[src/rtl/usb_fifo_pkg.sv]
// Shared register map, status/control bit positions and FSM state type for usb_stream_fifo_bank.
package usb_fifo_pkg;

  localparam logic [1:0] REG_DATA   = 2'd0;
  localparam logic [1:0] REG_STATUS = 2'd1;
  localparam logic [1:0] REG_LEVEL  = 2'd2;
  localparam logic [1:0] REG_ZERO   = 2'd3;

  // STATUS flag bits sit at DATA_W minus these offsets
  localparam int unsigned STAT_OVF_OFS     = 1;
  localparam int unsigned STAT_UDF_OFS     = 2;
  localparam int unsigned STAT_DN_FULL_OFS = 3;

  localparam int unsigned CTRL_FLUSH_UP = 0;
  localparam int unsigned CTRL_FLUSH_DN = 1;
  localparam int unsigned CTRL_CLR_ERR  = 2;

  typedef enum logic {
    AVS_IDLE  = 1'b0,
    AVS_RDATA = 1'b1
  } avs_state_e;

  function automatic int unsigned ch_width(input int unsigned n);
    return (n > 1) ? $clog2(n) : 1;
  endfunction

endpackage

[src/rtl/sync_fifo_core.sv]
// Single-clock FIFO with flush, level count and registered read data (zero when no pop).
module sync_fifo_core #(
  parameter int unsigned DATA_W     = 16,
  parameter int unsigned DEPTH_LOG2 = 6
) (
  input  logic                  clk,
  input  logic                  rst_n,
  input  logic                  push_i,
  input  logic [DATA_W-1:0]     push_data_i,
  input  logic                  pop_i,
  input  logic                  flush_i,
  output logic                  full_o,
  output logic                  empty_o,
  output logic [DEPTH_LOG2:0]   level_o,
  output logic [DATA_W-1:0]     rdata_o
);

  localparam int unsigned DEPTH = 1 << DEPTH_LOG2;
  localparam int unsigned LVL_W = DEPTH_LOG2 + 1;

  logic [DATA_W-1:0]     mem_q [DEPTH];
  logic [DEPTH_LOG2-1:0] wr_ptr_q, rd_ptr_q;
  logic [LVL_W-1:0]      level_q;
  logic [DATA_W-1:0]     rdata_q;
  logic                  push_ok, pop_ok;

  assign full_o  = (level_q == LVL_W'(DEPTH));
  assign empty_o = (level_q == '0);
  assign level_o = level_q;
  assign rdata_o = rdata_q;

  // Flush overrides both operations in the same cycle
  assign push_ok = push_i & ~full_o  & ~flush_i;
  assign pop_ok  = pop_i  & ~empty_o & ~flush_i;

  always_ff @(posedge clk) begin
    if (push_ok) mem_q[wr_ptr_q] <= push_data_i;
  end

  always_ff @(posedge clk or negedge rst_n) begin
    if (!rst_n) begin
      wr_ptr_q <= '0;
      rd_ptr_q <= '0;
      level_q  <= '0;
      rdata_q  <= '0;
    end else begin
      rdata_q <= pop_ok ? mem_q[rd_ptr_q] : '0;
      if (flush_i) begin
        wr_ptr_q <= '0;
        rd_ptr_q <= '0;
        level_q  <= '0;
      end else begin
        if (push_ok) wr_ptr_q <= wr_ptr_q + DEPTH_LOG2'(1);
        if (pop_ok)  rd_ptr_q <= rd_ptr_q + DEPTH_LOG2'(1);
        level_q <= level_q + LVL_W'(push_ok) - LVL_W'(pop_ok);
      end
    end
  end

endmodule

[src/rtl/usb_stream_fifo_bank.sv]
// Multi-channel up/down FIFO bank bridging user logic and an Avalon-MM USB host driver.
module usb_stream_fifo_bank
  import usb_fifo_pkg::*;
#(
  parameter int unsigned DATA_W     = 16,
  parameter int unsigned DEPTH_LOG2 = 6,
  parameter int unsigned NUM_CH     = 2
) (
  input  logic                          CLOCK_50,
  input  logic                          rst_n,
  input  logic                          usb_write_en,
  input  logic [ch_width(NUM_CH)-1:0]   usb_write_ch,
  input  logic [DATA_W-1:0]             usb_write_data,
  output logic                          usb_write_wait,
  input  logic                          usb_read_en,
  input  logic [ch_width(NUM_CH)-1:0]   usb_read_ch,
  output logic                          usb_read_wait,
  output logic [DATA_W-1:0]             usb_read_data,
  output logic                          usb_read_valid,
  input  logic [ch_width(NUM_CH)+1:0]   avs_address,
  input  logic                          avs_read,
  input  logic                          avs_write,
  input  logic [DATA_W-1:0]             avs_writedata,
  output logic [DATA_W-1:0]             avs_readdata,
  output logic                          avs_waitrequest
);

  localparam int unsigned CH_W     = ch_width(NUM_CH);
  localparam int unsigned NCH_P    = 1 << CH_W;
  localparam int unsigned LVL_W    = DEPTH_LOG2 + 1;
  localparam int unsigned ST_OVF   = DATA_W - STAT_OVF_OFS;
  localparam int unsigned ST_UDF   = DATA_W - STAT_UDF_OFS;
  localparam int unsigned ST_DFULL = DATA_W - STAT_DN_FULL_OFS;

  logic [NCH_P-1:0]  up_full, up_empty, dn_full, dn_empty;
  logic [LVL_W-1:0]  up_level [NCH_P];
  logic [LVL_W-1:0]  dn_level [NCH_P];
  logic [DATA_W-1:0] up_rdata [NCH_P];
  logic [DATA_W-1:0] dn_rdata [NCH_P];

  logic [CH_W-1:0]   avs_ch;
  logic [1:0]        avs_reg;
  logic              rd_start, wr_data, wr_ctrl;

  avs_state_e        state_q, state_d;
  logic [DATA_W-1:0] readdata_q, readdata_d;
  logic              rd_is_data_q;
  logic [CH_W-1:0]   avs_ch_q;
  logic [NCH_P-1:0]  udf_q, udf_d, ovf_q, ovf_d;
  logic              usb_read_valid_q;
  logic [CH_W-1:0]   rd_ch_q;

  assign {avs_ch, avs_reg} = avs_address;
  assign rd_start = (state_q == AVS_IDLE) & avs_read;
  assign wr_data  = avs_write & (avs_reg == REG_DATA);
  assign wr_ctrl  = avs_write & (avs_reg == REG_STATUS);

  // Channel lanes; padding lanes above NUM_CH look permanently full and empty
  for (genvar c = 0; c < NCH_P; c++) begin : g_ch
    if (c < NUM_CH) begin : g_fifo
      sync_fifo_core #(.DATA_W(DATA_W), .DEPTH_LOG2(DEPTH_LOG2)) u_up (
        .clk         (CLOCK_50),
        .rst_n       (rst_n),
        .push_i      (usb_write_en & (usb_write_ch == CH_W'(c))),
        .push_data_i (usb_write_data),
        .pop_i       (rd_start & (avs_reg == REG_DATA) & (avs_ch == CH_W'(c))),
        .flush_i     (wr_ctrl & (avs_ch == CH_W'(c)) & avs_writedata[CTRL_FLUSH_UP]),
        .full_o      (up_full[c]),
        .empty_o     (up_empty[c]),
        .level_o     (up_level[c]),
        .rdata_o     (up_rdata[c])
      );
      sync_fifo_core #(.DATA_W(DATA_W), .DEPTH_LOG2(DEPTH_LOG2)) u_dn (
        .clk         (CLOCK_50),
        .rst_n       (rst_n),
        .push_i      (wr_data & (avs_ch == CH_W'(c))),
        .push_data_i (avs_writedata),
        .pop_i       (usb_read_en & (usb_read_ch == CH_W'(c))),
        .flush_i     (wr_ctrl & (avs_ch == CH_W'(c)) & avs_writedata[CTRL_FLUSH_DN]),
        .full_o      (dn_full[c]),
        .empty_o     (dn_empty[c]),
        .level_o     (dn_level[c]),
        .rdata_o     (dn_rdata[c])
      );
    end else begin : g_pad
      assign up_full[c]  = 1'b1;
      assign up_empty[c] = 1'b1;
      assign dn_full[c]  = 1'b1;
      assign dn_empty[c] = 1'b1;
      assign up_level[c] = '0;
      assign dn_level[c] = '0;
      assign up_rdata[c] = '0;
      assign dn_rdata[c] = '0;
    end
  end

  assign usb_write_wait = up_full[usb_write_ch];
  assign usb_read_wait  = dn_empty[usb_read_ch];
  assign usb_read_valid = usb_read_valid_q;
  assign usb_read_data  = dn_rdata[rd_ch_q];

  assign avs_waitrequest = rd_start;
  assign avs_readdata    = rd_is_data_q ? up_rdata[avs_ch_q] : readdata_q;

  // Avalon read FSM, register snapshot and sticky error flags
  always_comb begin
    state_d    = state_q;
    readdata_d = readdata_q;
    udf_d      = udf_q;
    ovf_d      = ovf_q;

    if (wr_ctrl && avs_writedata[CTRL_CLR_ERR]) begin
      udf_d[avs_ch] = 1'b0;
      ovf_d[avs_ch] = 1'b0;
    end
    if (rd_start && (avs_reg == REG_DATA) && up_empty[avs_ch]) udf_d[avs_ch] = 1'b1;
    if (wr_data && dn_full[avs_ch]) ovf_d[avs_ch] = 1'b1;

    case (state_q)
      AVS_IDLE: begin
        if (avs_read) begin
          state_d    = AVS_RDATA;
          readdata_d = '0;
          case (avs_reg)
            REG_STATUS: begin
              readdata_d[LVL_W-1:0] = up_level[avs_ch];
              readdata_d[ST_DFULL]  = dn_full[avs_ch];
              readdata_d[ST_UDF]    = udf_q[avs_ch];
              readdata_d[ST_OVF]    = ovf_q[avs_ch];
            end
            REG_LEVEL: readdata_d = DATA_W'(dn_level[avs_ch]);
            default:   readdata_d = '0;
          endcase
        end
      end
      AVS_RDATA: state_d = AVS_IDLE;
      default:   state_d = AVS_IDLE;
    endcase
  end

  always_ff @(posedge CLOCK_50 or negedge rst_n) begin
    if (!rst_n) begin
      state_q          <= AVS_IDLE;
      readdata_q       <= '0;
      rd_is_data_q     <= 1'b0;
      avs_ch_q         <= '0;
      udf_q            <= '0;
      ovf_q            <= '0;
      usb_read_valid_q <= 1'b0;
      rd_ch_q          <= '0;
    end else begin
      state_q    <= state_d;
      readdata_q <= readdata_d;
      udf_q      <= udf_d;
      ovf_q      <= ovf_d;
      if (rd_start) begin
        rd_is_data_q <= (avs_reg == REG_DATA);
        avs_ch_q     <= avs_ch;
      end
      if (usb_read_en) rd_ch_q <= usb_read_ch;
      usb_read_valid_q <= usb_read_en & ~usb_read_wait &
                          ~(wr_ctrl & (avs_ch == usb_read_ch) & avs_writedata[CTRL_FLUSH_DN]);
    end
  end

endmodule

[config.mk]
export PLATFORM = sky130hd
export DESIGN_NAME = usb_stream_fifo_bank
export DESIGN_NICKNAME = d
export VERILOG_FILES = /design/src/rtl/usb_fifo_pkg.sv /design/src/rtl/sync_fifo_core.sv /design/src/rtl/usb_stream_fifo_bank.sv
export SDC_FILE = /design/constraint.sdc
export NUM_CORES = 2
export LEC_CHECK = 0
export CAP_MARGIN = 10
export CORE_ASPECT_RATIO = 0.5
export CORE_UTILIZATION = 45
export CTS_BUF_LIST = sky130_fd_sc_hd__clkbuf_8
export DETAILED_ROUTE_END_ITERATION = 7
export GPL_ROUTABILITY_DRIVEN = 0
export MAX_ROUTING_LAYER = met4
export PLACE_DENSITY = 0.61
export SLEW_MARGIN = 15
export SYNTH_ARGS = -nofsm -noshare
export SYNTH_HDL_FRONTEND = slang
export SYNTH_SLANG_ARGS = --single-unit
[constraint.sdc]
create_clock -name CLOCK_50 -period 9.7 [get_ports CLOCK_50]
set_input_delay 0.97 -clock CLOCK_50 [delete_from_list [all_inputs] [get_ports CLOCK_50]]
set_output_delay 0.97 -clock CLOCK_50 [all_outputs]
set_load 0.05 [all_outputs]
==> flow_metrics.py <==
metrics = {
    "global_route": {
        "grt_pass1_vias": 79709,
        "antenna_found_initial": 18,
        "overflow": 0,
        "grt_max_degree": 132,
        "grt_pass1_wl_um": 583000,
        "track_usage_pct": 22.4,
    },
    "final_layout": {
        "area_delta_synth_final_pct": 11.1,
        "final_nets": 8355,
        "regArea_mm2": 0.127,
        "drive_above_1_share_pct": 25.2,
        "multi_input_area_mm2": 0.0358,
        "fin_util_pct": 50.5,
        "fin_area_mm2": 0.183,
        "n_fill_cell": 28785,
    },
    "floorplan": {
        "fp.dieW_um": 859,
        "initial_utilization_pct": 45.4,
        "core_area_mm2": 0.363,
        "die_h_um": 430,
        "dieArea_mm2": 0.369,
        "rows": 156,
        "ios": 79,
    },
    "setup_path": {
        "r2r_end": "g_ch[1].g_fifo.u_up.rdata_o[10]$_DFF_PN0_",
        "end_kind": "primary output",
        "cpPeakStageDelay_ns": 1.10,
        "rrSetupSlack_ns": 5.45,
        "crit_arrival_ns": 3.89,
        "startpoint": "rd_is_data_q$_DFFE_PN0P_",
        "r2r_cells": 6,
        "worstReg2RegStart": "g_ch[1].g_fifo.u_up.rd_ptr_q[0]$_DFFE_PN0P_",
        "critPathSlowestCell": "dfrtp_1",
        "path_max_fanout": 27,
        "critPathKind": "reg -> out",
        "crit_chain": "nor2_1 > a21oi_1 > clkdlybuf4s50_1",
        "startpoint_type": "flop",
        "cp.required_ns": 8.73,
        "cp-endpoint": "avs_readdata[13]",
    },
    "cts": {
        "htree_num_levels": 6,
        "cts_tree": "built",
        "cts_setup_buffers": 0,
        "clock_latency_ns": 1.08,
        "clkSlewWorstSetupHoldPaths_ns": 0.07,
        "cts.repair.resized": 0,
        "cts_buffers": 616,
        "clockRootBuffer": "clkbuf_8",
        "cts_max_path_buffers": 4,
        "cts.sinks": 4255,
    },
    "routing": {
        "wl_per_cell_um": 29.9,
        "vias_per_cell": 5.87,
        "antenna_left": 0,
        "drc": 0,
        "drt-total-wl_um": 408000,
        "first_pass_iters": 8,
        "vias": 79962,
        "dr.first_iter.drc_count": 9860,
    },
    "yosys": {
        "yosys_warnings": 0,
        "async_reset_ff_share_pct": 3.74,
        "synth_ff_type": "edfxtp_1",
        "syn-num-nets": 7744,
        "synth.avg_cell_area_um2": 21.6,
        "ys_top_cells_by_count": "edfxtp_1 (4096), mux4_2 (1008), nor2_1 (378)",
        "yosysUniqueCellTypes": 69,
        "synth_edf_count": 4096,
        "synthTopCellsByArea": "edfxtp_1 (75%), mux4_2 (14%), dfrtp_1 (2.4%)",
        "synth_area_leader_cell": "edfxtp_1",
        "yosys.area.top_type_share_pct": 74.5,
        "synth_seq_cells": 4255,
        "yosysMostFrequentCell": "edfxtp_1",
        "synth.yosys.seq_area_share_pct": 76.9,
        "synthCells": 7650,
        "netlist_area_mm2": 0.165,
    },
    "sta": {
        "worst_pin_slew_ns": 1.23,
        "drv_slew": 0,
        "post-route-min-period_ns": 4.86,
        "fmax_ghz": 0.206,
        "setup_violations": 0,
        "final_hold_viol_count": 0,
        "period_share_pct": 50.2,
        "tns_ns": 0,
        "grt_setup_unrepaired": "false",
        "slew-limit-headroom_pct": 17.8,
        "skew_ns": 0.0579,
    },
    "pwr": {
        "power_density_mw_per_mm2": 249,
        "leakage_nw": 58.2,
        "ir_drop_mv": 0.192,
    },
    "placed_design": {
        "io_buffers": 78,
        "place_area_mm2": 0.173,
        "hpwl_um": 238000,
    },
    "hold_path": {
        "min_path_cells": 1,
        "hold_path_class": "in -> reg",
    },
    "run_status": {
        "status": "completed",
    },
    "run": {
        "drv_cap": 0,
    },
}
-- how the worst min path moves through the flow --
stage                     slack, ns              from                                    endpoint
after floorplan                0.45              flop                                        flop
after global placement         0.47              flop                                        flop
after detailed placement       0.48              flop                                        flop
after CTS                      0.22  avs_writedata[0]  g_ch[0].g_fifo.u_dn.mem_q[54][0]$_DFFE_PP_
after global routing           0.26  avs_writedata[1]  g_ch[0].g_fifo.u_dn.mem_q[55][1]$_DFFE_PP_
final                          0.32  avs_writedata[0]  g_ch[0].g_fifo.u_dn.mem_q[38][0]$_DFFE_PP_
-- cell families (layout without fill, tap and decap cells) --
family,after synthesis,count (layout),share of synthesized area (%)
adder cells (fa/ha/maj),51,51,0.405
buffers and inverters,488,1553,1.43
AND/OR/NAND/NOR,788,788,2.15
XOR/XNOR,46,46,0.244
multiplexers,1406,1406,16.2
AO/OA/AOI/OAI,616,616,2.65
other,0,7,0
flip-flops,4255,4255,76.9
-- sequential cells by signal, summed over array words and instances, names as in the netlist, 10 cells and up, named ones only --
register,count
g_ch.g_fifo.u_up.rdata_o,32
readdata_q,10
g_ch.g_fifo.u_up.level_o,14
g_ch.g_fifo.u_dn.level_o,14
g_ch.g_fifo.u_dn.wr_ptr_q,12
g_ch.g_fifo.u_dn.rdata_o,32
g_ch.g_fifo.u_up.rd_ptr_q,12
g_ch.g_fifo.u_dn.rd_ptr_q,12
g_ch.g_fifo.u_dn.mem_q,2048
g_ch.g_fifo.u_up.wr_ptr_q,12
g_ch.g_fifo.u_up.mem_q,2048
-- final cells by class --
class | count | area share, %
Antenna cell | 7 | 0.00955
Clock buffer | 648 | 4.86
Clock inverter | 424 | 1.03
Inverter | 59 | 0.121
Multi-Input combinational cell | 2907 | 19.5
Sequential cell | 4255 | 69.3
Tap cell | 4898 | 3.34
Timing Repair Buffer | 422 | 1.83
-- worst max-delay path: cells and delay by family, from the launching register on --
kind | cells | cell delay [ns]
compound gates | 1 | 0.54
buf+inv | 1 | 0.91
flops | 1 | 1.10
simple gates | 1 | 0.27
-- cells in the final DEF, fill, tap and decap left out, types with 14 or more instances in the layout --
cell / count
nand2_1: 172
edfxtp_1: 4096
nand3_1: 25
clkinvlp_4: 18
nor2_1: 355
nand4_1: 17
nor3_1: 45
nand2b_1: 15
nor2_2: 23
clkinv_1: 129
clkinv_2: 46
xnor2_1: 21
o221ai_1: 128
buf_4: 369
dfrtp_1: 142
inv_1: 277
nand3b_1: 14
a21oi_1: 70
a211oi_1: 138
dfrtp_4: 16
o21ai_0: 51
clkdlybuf4s50_1: 44
clkbuf_8: 648
ha_1: 47
a211o_1: 14
xor2_1: 25
nor2b_1: 63
mux2i_1: 373
mux4_2: 1008
o22ai_1: 129
mux2_2: 25
-- stage by stage --
step	total power, W	setup slack, ns	hold WS, ns	instances
2_1_floorplan	0.0294	5.93	0.447	7650
3_5_place_dp	0.0331	4.53	0.477	12540
6_report	0.0457	4.84	0.321	13620
5_1_grt	0.0474	4.73	0.259	13615
4_1_cts	0.0461	4.71	0.220	13613
3_3_place_gp	0.0331	4.51	0.472	12540
-- repair_timing --
item | in CTS | in global routing
hold endpoints to repair | 71 | 0
hold buffers | 1 | 0
setup endpoints to repair | 0 | 0
-- per-layer routing --
layer  up-vias  global-route usage [%]  wire length, um
li1      33291                       -                -
met1     42867                    32.8           178000
met2      3219                    33.5           190000
met3       585                    3.64            29600
met4         0                    5.21             9280
met5         -                       -                0
-- report_power, final --
part | switching [W] | internal [W]
clock | 0.00675 | 0.00629
sequential | 0.000734 | 0.0205
combinational | 0.00625 | 0.00517
total | 0.0137 | 0.0319
No activity file was read; power rests on OpenSTA's default activity.
